==> src/rtl/pixel_clip_fifo.sv <==
// Screen-clipping pixel FIFO between a line/shape drawer and a VGA adapter.
// Show-ahead output, sticky drop flag, and a done pulse once the drawer has finished and the FIFO is empty.
module pixel_clip_fifo #(
    parameter int DEPTH    = 8,
    parameter int SCREEN_W = 160,
    parameter int SCREEN_H = 120
) (
    input  logic                       clk,
    input  logic                       rst,
    input  logic [7:0]                 in_x,
    input  logic [6:0]                 in_y,
    input  logic [2:0]                 in_colour,
    input  logic                       in_plot,
    input  logic                       in_done,
    output logic                       in_ready,
    output logic [7:0]                 vga_x,
    output logic [6:0]                 vga_y,
    output logic [2:0]                 vga_colour,
    output logic                       vga_plot,
    input  logic                       vga_ready,
    output logic                       done,
    output logic                       overflow,
    output logic [$clog2(DEPTH+1)-1:0] count
);

    localparam int AW = $clog2(DEPTH);
    localparam int CW = $clog2(DEPTH + 1);
    localparam int EW = 18;
    localparam logic [CW-1:0] FULL_CNT = CW'(DEPTH);
    localparam logic [8:0]    X_LIM    = 9'(SCREEN_W);
    localparam logic [7:0]    Y_LIM    = 8'(SCREEN_H);

    typedef enum logic [1:0] {
        ST_IDLE,
        ST_DRAIN,
        ST_FINISH
    } state_t;

    logic [AW-1:0] r_wr_ptr;
    logic [AW-1:0] r_rd_ptr;
    logic [CW-1:0] r_count;
    logic          r_overflow;
    logic          r_done;
    state_t        r_state;

    logic          w_in_ready;
    logic          w_in_bounds;
    logic          w_push;
    logic          w_pop;
    logic          w_not_empty;
    logic [EW-1:0] w_entry [DEPTH];
    logic [EW-1:0] w_head;

    // Readiness depends on registered occupancy only, so a full FIFO refuses
    // a pixel even in a cycle where the adapter is popping.
    assign w_in_ready  = (r_count < FULL_CNT);
    assign w_in_bounds = ({1'b0, in_x} < X_LIM) && ({1'b0, in_y} < Y_LIM);
    assign w_push      = in_plot && w_in_ready && w_in_bounds;
    assign w_not_empty = (r_count != '0);
    assign w_pop       = w_not_empty && vga_ready;

    genvar gi;
    generate
        for (gi = 0; gi < DEPTH; gi++) begin : g_entry
            logic [7:0] r_x;
            logic [6:0] r_y;
            logic [2:0] r_colour;

            always_ff @(posedge clk or posedge rst) begin
                if (rst) begin
                    r_x      <= '0;
                    r_y      <= '0;
                    r_colour <= '0;
                end else if (w_push && (r_wr_ptr == AW'(gi))) begin
                    r_x      <= in_x;
                    r_y      <= in_y;
                    r_colour <= in_colour;
                end
            end

            assign w_entry[gi] = {r_x, r_y, r_colour};
        end
    endgenerate

    assign w_head = w_entry[r_rd_ptr];

    always_ff @(posedge clk or posedge rst) begin
        if (rst) begin
            r_wr_ptr   <= '0;
            r_rd_ptr   <= '0;
            r_count    <= '0;
            r_overflow <= 1'b0;
        end else begin
            if (w_push) begin
                r_wr_ptr <= r_wr_ptr + 1'b1;
            end
            if (w_pop) begin
                r_rd_ptr <= r_rd_ptr + 1'b1;
            end
            case ({w_push, w_pop})
                2'b10:   r_count <= r_count + 1'b1;
                2'b01:   r_count <= r_count - 1'b1;
                default: r_count <= r_count;
            endcase
            if (in_plot && !w_in_ready) begin
                r_overflow <= 1'b1;
            end
        end
    end

    // A push in the cycle the FIFO reads empty keeps us draining, so a pixel
    // accepted alongside in_done is always delivered before the done pulse.
    always_ff @(posedge clk or posedge rst) begin
        if (rst) begin
            r_state <= ST_IDLE;
            r_done  <= 1'b0;
        end else begin
            case (r_state)
                ST_IDLE: begin
                    r_done <= 1'b0;
                    if (in_done) begin
                        r_state <= ST_DRAIN;
                    end
                end
                ST_DRAIN: begin
                    if (!w_not_empty && !w_push) begin
                        r_state <= ST_FINISH;
                        r_done  <= 1'b1;
                    end else begin
                        r_done  <= 1'b0;
                    end
                end
                ST_FINISH: begin
                    r_state <= ST_IDLE;
                    r_done  <= 1'b0;
                end
                default: begin
                    r_state <= ST_IDLE;
                    r_done  <= 1'b0;
                end
            endcase
        end
    end

    assign in_ready   = w_in_ready;
    assign vga_plot   = w_not_empty;
    assign vga_x      = w_head[17:10];
    assign vga_y      = w_head[9:3];
    assign vga_colour = w_head[2:0];
    assign done       = r_done;
    assign overflow   = r_overflow;
    assign count      = r_count;

endmodule
==> config.mk <==
export PLATFORM = sky130hd
export DESIGN_NAME = pixel_clip_fifo
export DESIGN_NICKNAME = d
export VERILOG_FILES = /design/src/rtl/pixel_clip_fifo.sv
export SDC_FILE = /design/constraint.sdc
export NUM_CORES = 1
export LEC_CHECK = 0
export BUFFER_PORTS_ARGS = -buffer_cell sky130_fd_sc_hd__buf_2
export CAP_MARGIN = 0
export CORE_ASPECT_RATIO = 0.6
export CORE_MARGIN = 10
export CORE_UTILIZATION = 40
export CTS_CLUSTER_SIZE = 24
export DETAILED_ROUTE_END_ITERATION = 16
export RECOVER_POWER = 25
export SLEW_MARGIN = 20
export SYNTH_ARGS = -nofsm -noshare
export SYNTH_HDL_FRONTEND = slang
export SYNTH_SLANG_ARGS = --single-unit
==> constraint.sdc <==
create_clock -name clk -period 5.9 [get_ports clk]
set_clock_uncertainty 0.05 [all_clocks]
set_input_delay 0.295 -clock clk [delete_from_list [all_inputs] [get_ports clk]]
set_output_delay 0.295 -clock clk [all_outputs]
set_load 0.03 [all_outputs]
After elaboration in Yosys (flattened, before gate mapping)
Index checks and enable logic that the tools add are counted.

storage, ports and cells
  bits in registers = 158
  input bits = 23
  output and inout bits = 26
  logic and storage cells = 82

operators by class
  add/subtract/negate cells = 4
  $lt $le $gt $ge = 4
  equal/unequal tests = 12
  mux-type cells = 9
  bitwise operators = 1
  reduce and logical (&&, ||, !) cells = 22

operators with widths
  cell                                                      count
  binary-select mux 18 bit (select 3 bit)                   1
  two-way mux 18 bit                                        2
  logical AND 1 bit                                         14
  == test 3 bit, second input constant                      4
  < comparator 8 bit, second input constant                 1
  one-hot mux 4 bit (2 select lines)                        1
  < comparator 7 bit, second input constant                 1
  adder 3 x 1 -> 3 bit, second input constant               2
  == test 3 x 2 -> 1 bit, second input constant             2
  adder 4 x 1 -> 4 bit, second input constant               1
  == test 2 x 1 -> 1 bit, second input constant             2
  greater-or-equal comparator 4 bit, second input constant  1
  < comparator 4 bit, second input constant                 1
  two-way mux 2 bit                                         2
  != test 2 bit, second input constant                      2
  NOT 3 -> 4 bit                                            1
  one-hot mux 2 bit (2 select lines)                        1
  nonzero test 4 bit                                        1
  subtractor 4 x 1 -> 4 bit, second input constant          1
  == test 3 x 1 -> 1 bit, second input constant             1
  logical NOT 1 bit                                         3
  logical NOT 3 bit                                         1
  == test 2 bit, second input constant                      1
  logical NOT 2 bit                                         1
  other kinds (3)                                           4

Longest topological paths before layout
  word-level depth = 7
  gate-level depth with buffers = 13
  depth with buffers taken out = 11

Worst setup path after synthesis
No wires, ideal clock.

  path type = register -> register
  start point = reg r_count[3] (netlist: count[3])
  end point = reg r_count[2] (netlist: count[2])
  library setup time = 139 ps
  arrival time = 2444 ps
  required time = 5711 ps
  slack = 3267 ps
  stages on the path, launching flop included = 12
  path buffers = 0
  clock period less this slack = 2633 ps
  path through = dfrtp_1 inv_1 nand2_1 nand2_1 inv_1 ha_1 xor2_1 ha_1 a21oi_1 xor2_1 nor2_1 xor2_1

between the ends
  longest elaborated chain between the ends = 5
  elaborated cells between the ends (all ways) = 9
  those cells by class = order compare (1); eq/ne (2); mux (1); reduce/logical (5)

ends and longest elaborated chain
  element                                                                          RTL line  RTL
  start: declaration                                                               41        logic [CW-1:0] r_count;
  start signal: assignment                                                         101       2'b10: r_count <= r_count + 1'b1;
  start signal: assignment                                                         102       2'b01: r_count <= r_count - 1'b1;
  start signal: assignment                                                         103       default: r_count <= r_count;
  < comparator 4 bit *                                                             56        assign w_in_ready = (r_count < FULL_CNT);
  via in_ready                                                                     15        output logic in_ready,
  logical AND 1 bit * (2 in a row)                                                 58        assign w_push = in_plot && w_in_ready && w_in_bounds;
  == test 2 x 1 -> 1 bit / == test 2 bit (equally long branches)                   100       case ({w_push, w_pop})
  one-hot mux 4 bit (2 select lines) / nonzero test 2 bit (equally long branches)  --

The timed path passes the listed nets; every way through them passes the cells marked *.
A chain may end at the register's enable or synchronous reset.

==> results.json <==
{
  "yosys.area.top_type": "dfrtp_1",
  "port_buffers": 48,
  "fp.dieW_um": 194,
  "rsz0062_at_grt": "no",
  "layout_setup_ws_ns": 2.18,
  "slew_headroom_pct": -139,
  "drc": 0,
  "place.detailed.instances": 708,
  "worst-path-max-fanout": 81,
  "period_needed_ns": 3.72,
  "synth_most_common_cell": "dfrtp_1",
  "power_density_mw_per_mm2": 588,
  "drive_gt1_share_pct": 57.6,
  "htree_levels": 4,
  "design_area_mm2": 0.00829,
  "grt_pass1_vias": 4293,
  "fin_cells": 741,
  "cp.required_ns": 6.25,
  "area_growth_pct": 14.4,
  "fin_nets": 521,
  "dp_slack_ns": 2.97,
  "hp-class": "in2reg",
  "synth.distinct_cells": 34,
  "antenna_left": 0,
  "root_buffer": "clkbuf_16",
  "num_vias": 3902,
  "worstPathArrival_ns": 4.07,
  "final.fill_count": 1564,
  "synth_common_cells": "dfrtp_1 (158), mux2_2 (154), mux4_2 (36)",
  "clkTransAtPathRegs_ns": 0.06,
  "syn_area_mm2": 0.00725,
  "max_freq_mhz": 269,
  "status": "finished, violations left",
  "setup_tns_ns": 0,
  "yosys_warnings": 0,
  "antenna_found_initial": 1,
  "worstMarginPinSlew_ns": 3.56,
  "clock_path_buffers": 2,
  "cp_slowest_cell": "clkinvlp_2",
  "yosysSeqAreaShare_pct": 54.5,
  "io_pins": 49,
  "final.period_utilization_pct": 63.0,
  "syn_nets": 470,
  "cp-start-kind": "input port",
  "die-area_mm2": 0.0241,
  "cts_tree": "done",
  "overflow": 0,
  "drt-wirelength-per-cell_um": 20.6,
  "hold_violations": 0,
  "end_kind": "asynchronous set/reset pin",
  "core-area_mm2": 0.0179,
  "vdd_drop_max_mv": 0.271,
  "placed_area_mm2": 0.00768,
  "start_util_pct": 40.5,
  "p_leak_nw": 3.82,
  "insertion_delay_ns": 0.41,
  "netlist_instances": 437,
  "wirelength_um": 15300,
  "drv_cap": 1,
  "violations": "capacitance limit, slew limit",
  "cts_hold_buf": 1,
  "maxSlewViolCount": 82,
  "finalSetupViolCount": 0,
  "std_cell_rows": 38,
  "critPathBufInv": 4,
  "cpPeakStageDelay_ns": 1.99,
  "grt_pass1_wl_um": 25000,
  "syn_avg_cell_area_um2": 16.6,
  "grt_max_degree": 82,
  "hpwl_um": 9200,
  "ys.flop_type": "dfrtp_1",
  "synth_area_leaders": "dfrtp_1 (55%), mux2_2 (24%), mux4_2 (11%)",
  "die_h_um": 124,
  "firstDrtPassIters": 4,
  "crit_type": "in2async",
  "reg2reg_slack_ns": 2.97,
  "synth-edff-count": 0,
  "synth_seq_cells": 158,
  "cts_buffers": 17,
  "dr.first_iter.drc_count": 180,
  "cts_sinks": 158,
  "vias_per_cell": 5.27,
  "gp_congestion": 0.717,
  "grt_usage_pct": 13.1,
  "cpLargestDelayFamily": "buffers and inverters",
  "async_reset_ff_share_pct": 100,
  "post-cts-setup-buffers": 0,
  "synth_top_area_share_pct": 54.5,
  "cts_resized": 0,
  "path_cells": "dlygate4sd3_1, buf_2, clkinvlp_2, buf_4"
}
cell usage in the layout, fill, tap and decap left out, types with 4 or more instances in the layout:
master,instances
clkbuf_16,17
inv_1,5
mux2_4,10
nand2_1,4
xnor2_1,5
clkbuf_1,6
buf_2,44
dfrtp_1,156
ha_1,10
buf_4,4
nand3_2,5
mux4_2,36
mux2_2,154
logic make-up (layout without fill, tap and decap cells):
group,Yosys count,count (layout),synth area share (%)
mux,201,201,37.3
flops,158,158,54.5
buf+inv,28,91,2.38
simple gates,24,24,2.42
fa+ha+maj,10,10,1.73
compound gates,8,8,0.673
xor+xnor,8,8,0.966
other cells,0,1,0
final timing paths:
check	depth (start not counted)	start	to
min in group asynchronous	3	rst	overflow
hold reg to reg	1	overflow	overflow
setup / recovery	4	rst	g_entry[4].r_x[5]
setup reg to reg	10	count[3]	count[2]
hold / removal	2	in_plot	overflow
max in group clk	10	count[3]	count[2]
state kept, by name (all words and copies together), names as in the netlist:
register,count
g_entry.r_y,56
g_entry.r_x,64
overflow,1
r_rd_ptr,3
count,4
r_wr_ptr,3
done,1
g_entry.r_colour,24
r_state,2
final cells by class:
| cell class | instances | area [um2] | area share [%] |
|---|---|---|---|
| Antenna cell | 1 | 2.50 | 0.0302 |
| Inverter | 7 | 27.5 | 0.332 |
| Timing Repair Buffer | 53 | 275 | 3.32 |
| Sequential cell | 158 | 3960 | 47.7 |
| Clock inverter | 9 | 131 | 1.58 |
| Multi-Input combinational cell | 251 | 3120 | 37.7 |
| Tap cell | 240 | 300 | 3.62 |
| Clock buffer | 22 | 474 | 5.72 |
per-stage QoR:
| stage | hold slack [ns] | util, % | total power, mW |
|---|---|---|---|
| after global placement | 0.385 | 42.9 | 3.73 |
| after CTS | 0.0300 | 46.3 | 4.94 |
| final | 0.0435 | 46.3 | 4.88 |
| after floorplan | 0.366 | - | 3.32 |
| after global routing | 0.0383 | 46.2 | 5.18 |
| after detailed placement | 0.391 | 42.9 | 3.80 |
per-layer routing:
layer	share of wire [%]	track usage, %	up-vias
li1	-	-	1740
met1	51	18.6	2086
met2	45	19.4	59
met5	0	0	-
met3	3.2	3.17	17
met4	1.1	3.92	0
power by group:
group          switching (mW)  total [mW]  leakage (nW)  internal, mW
Sequential              0.240        1.80          2.00          1.56
Clock                   0.426        1.12         0.301         0.699
Combinational           0.952        1.95          1.52         0.999
Total                    1.62        4.88          3.82          3.26
Power figures use the tool's default switching activity.
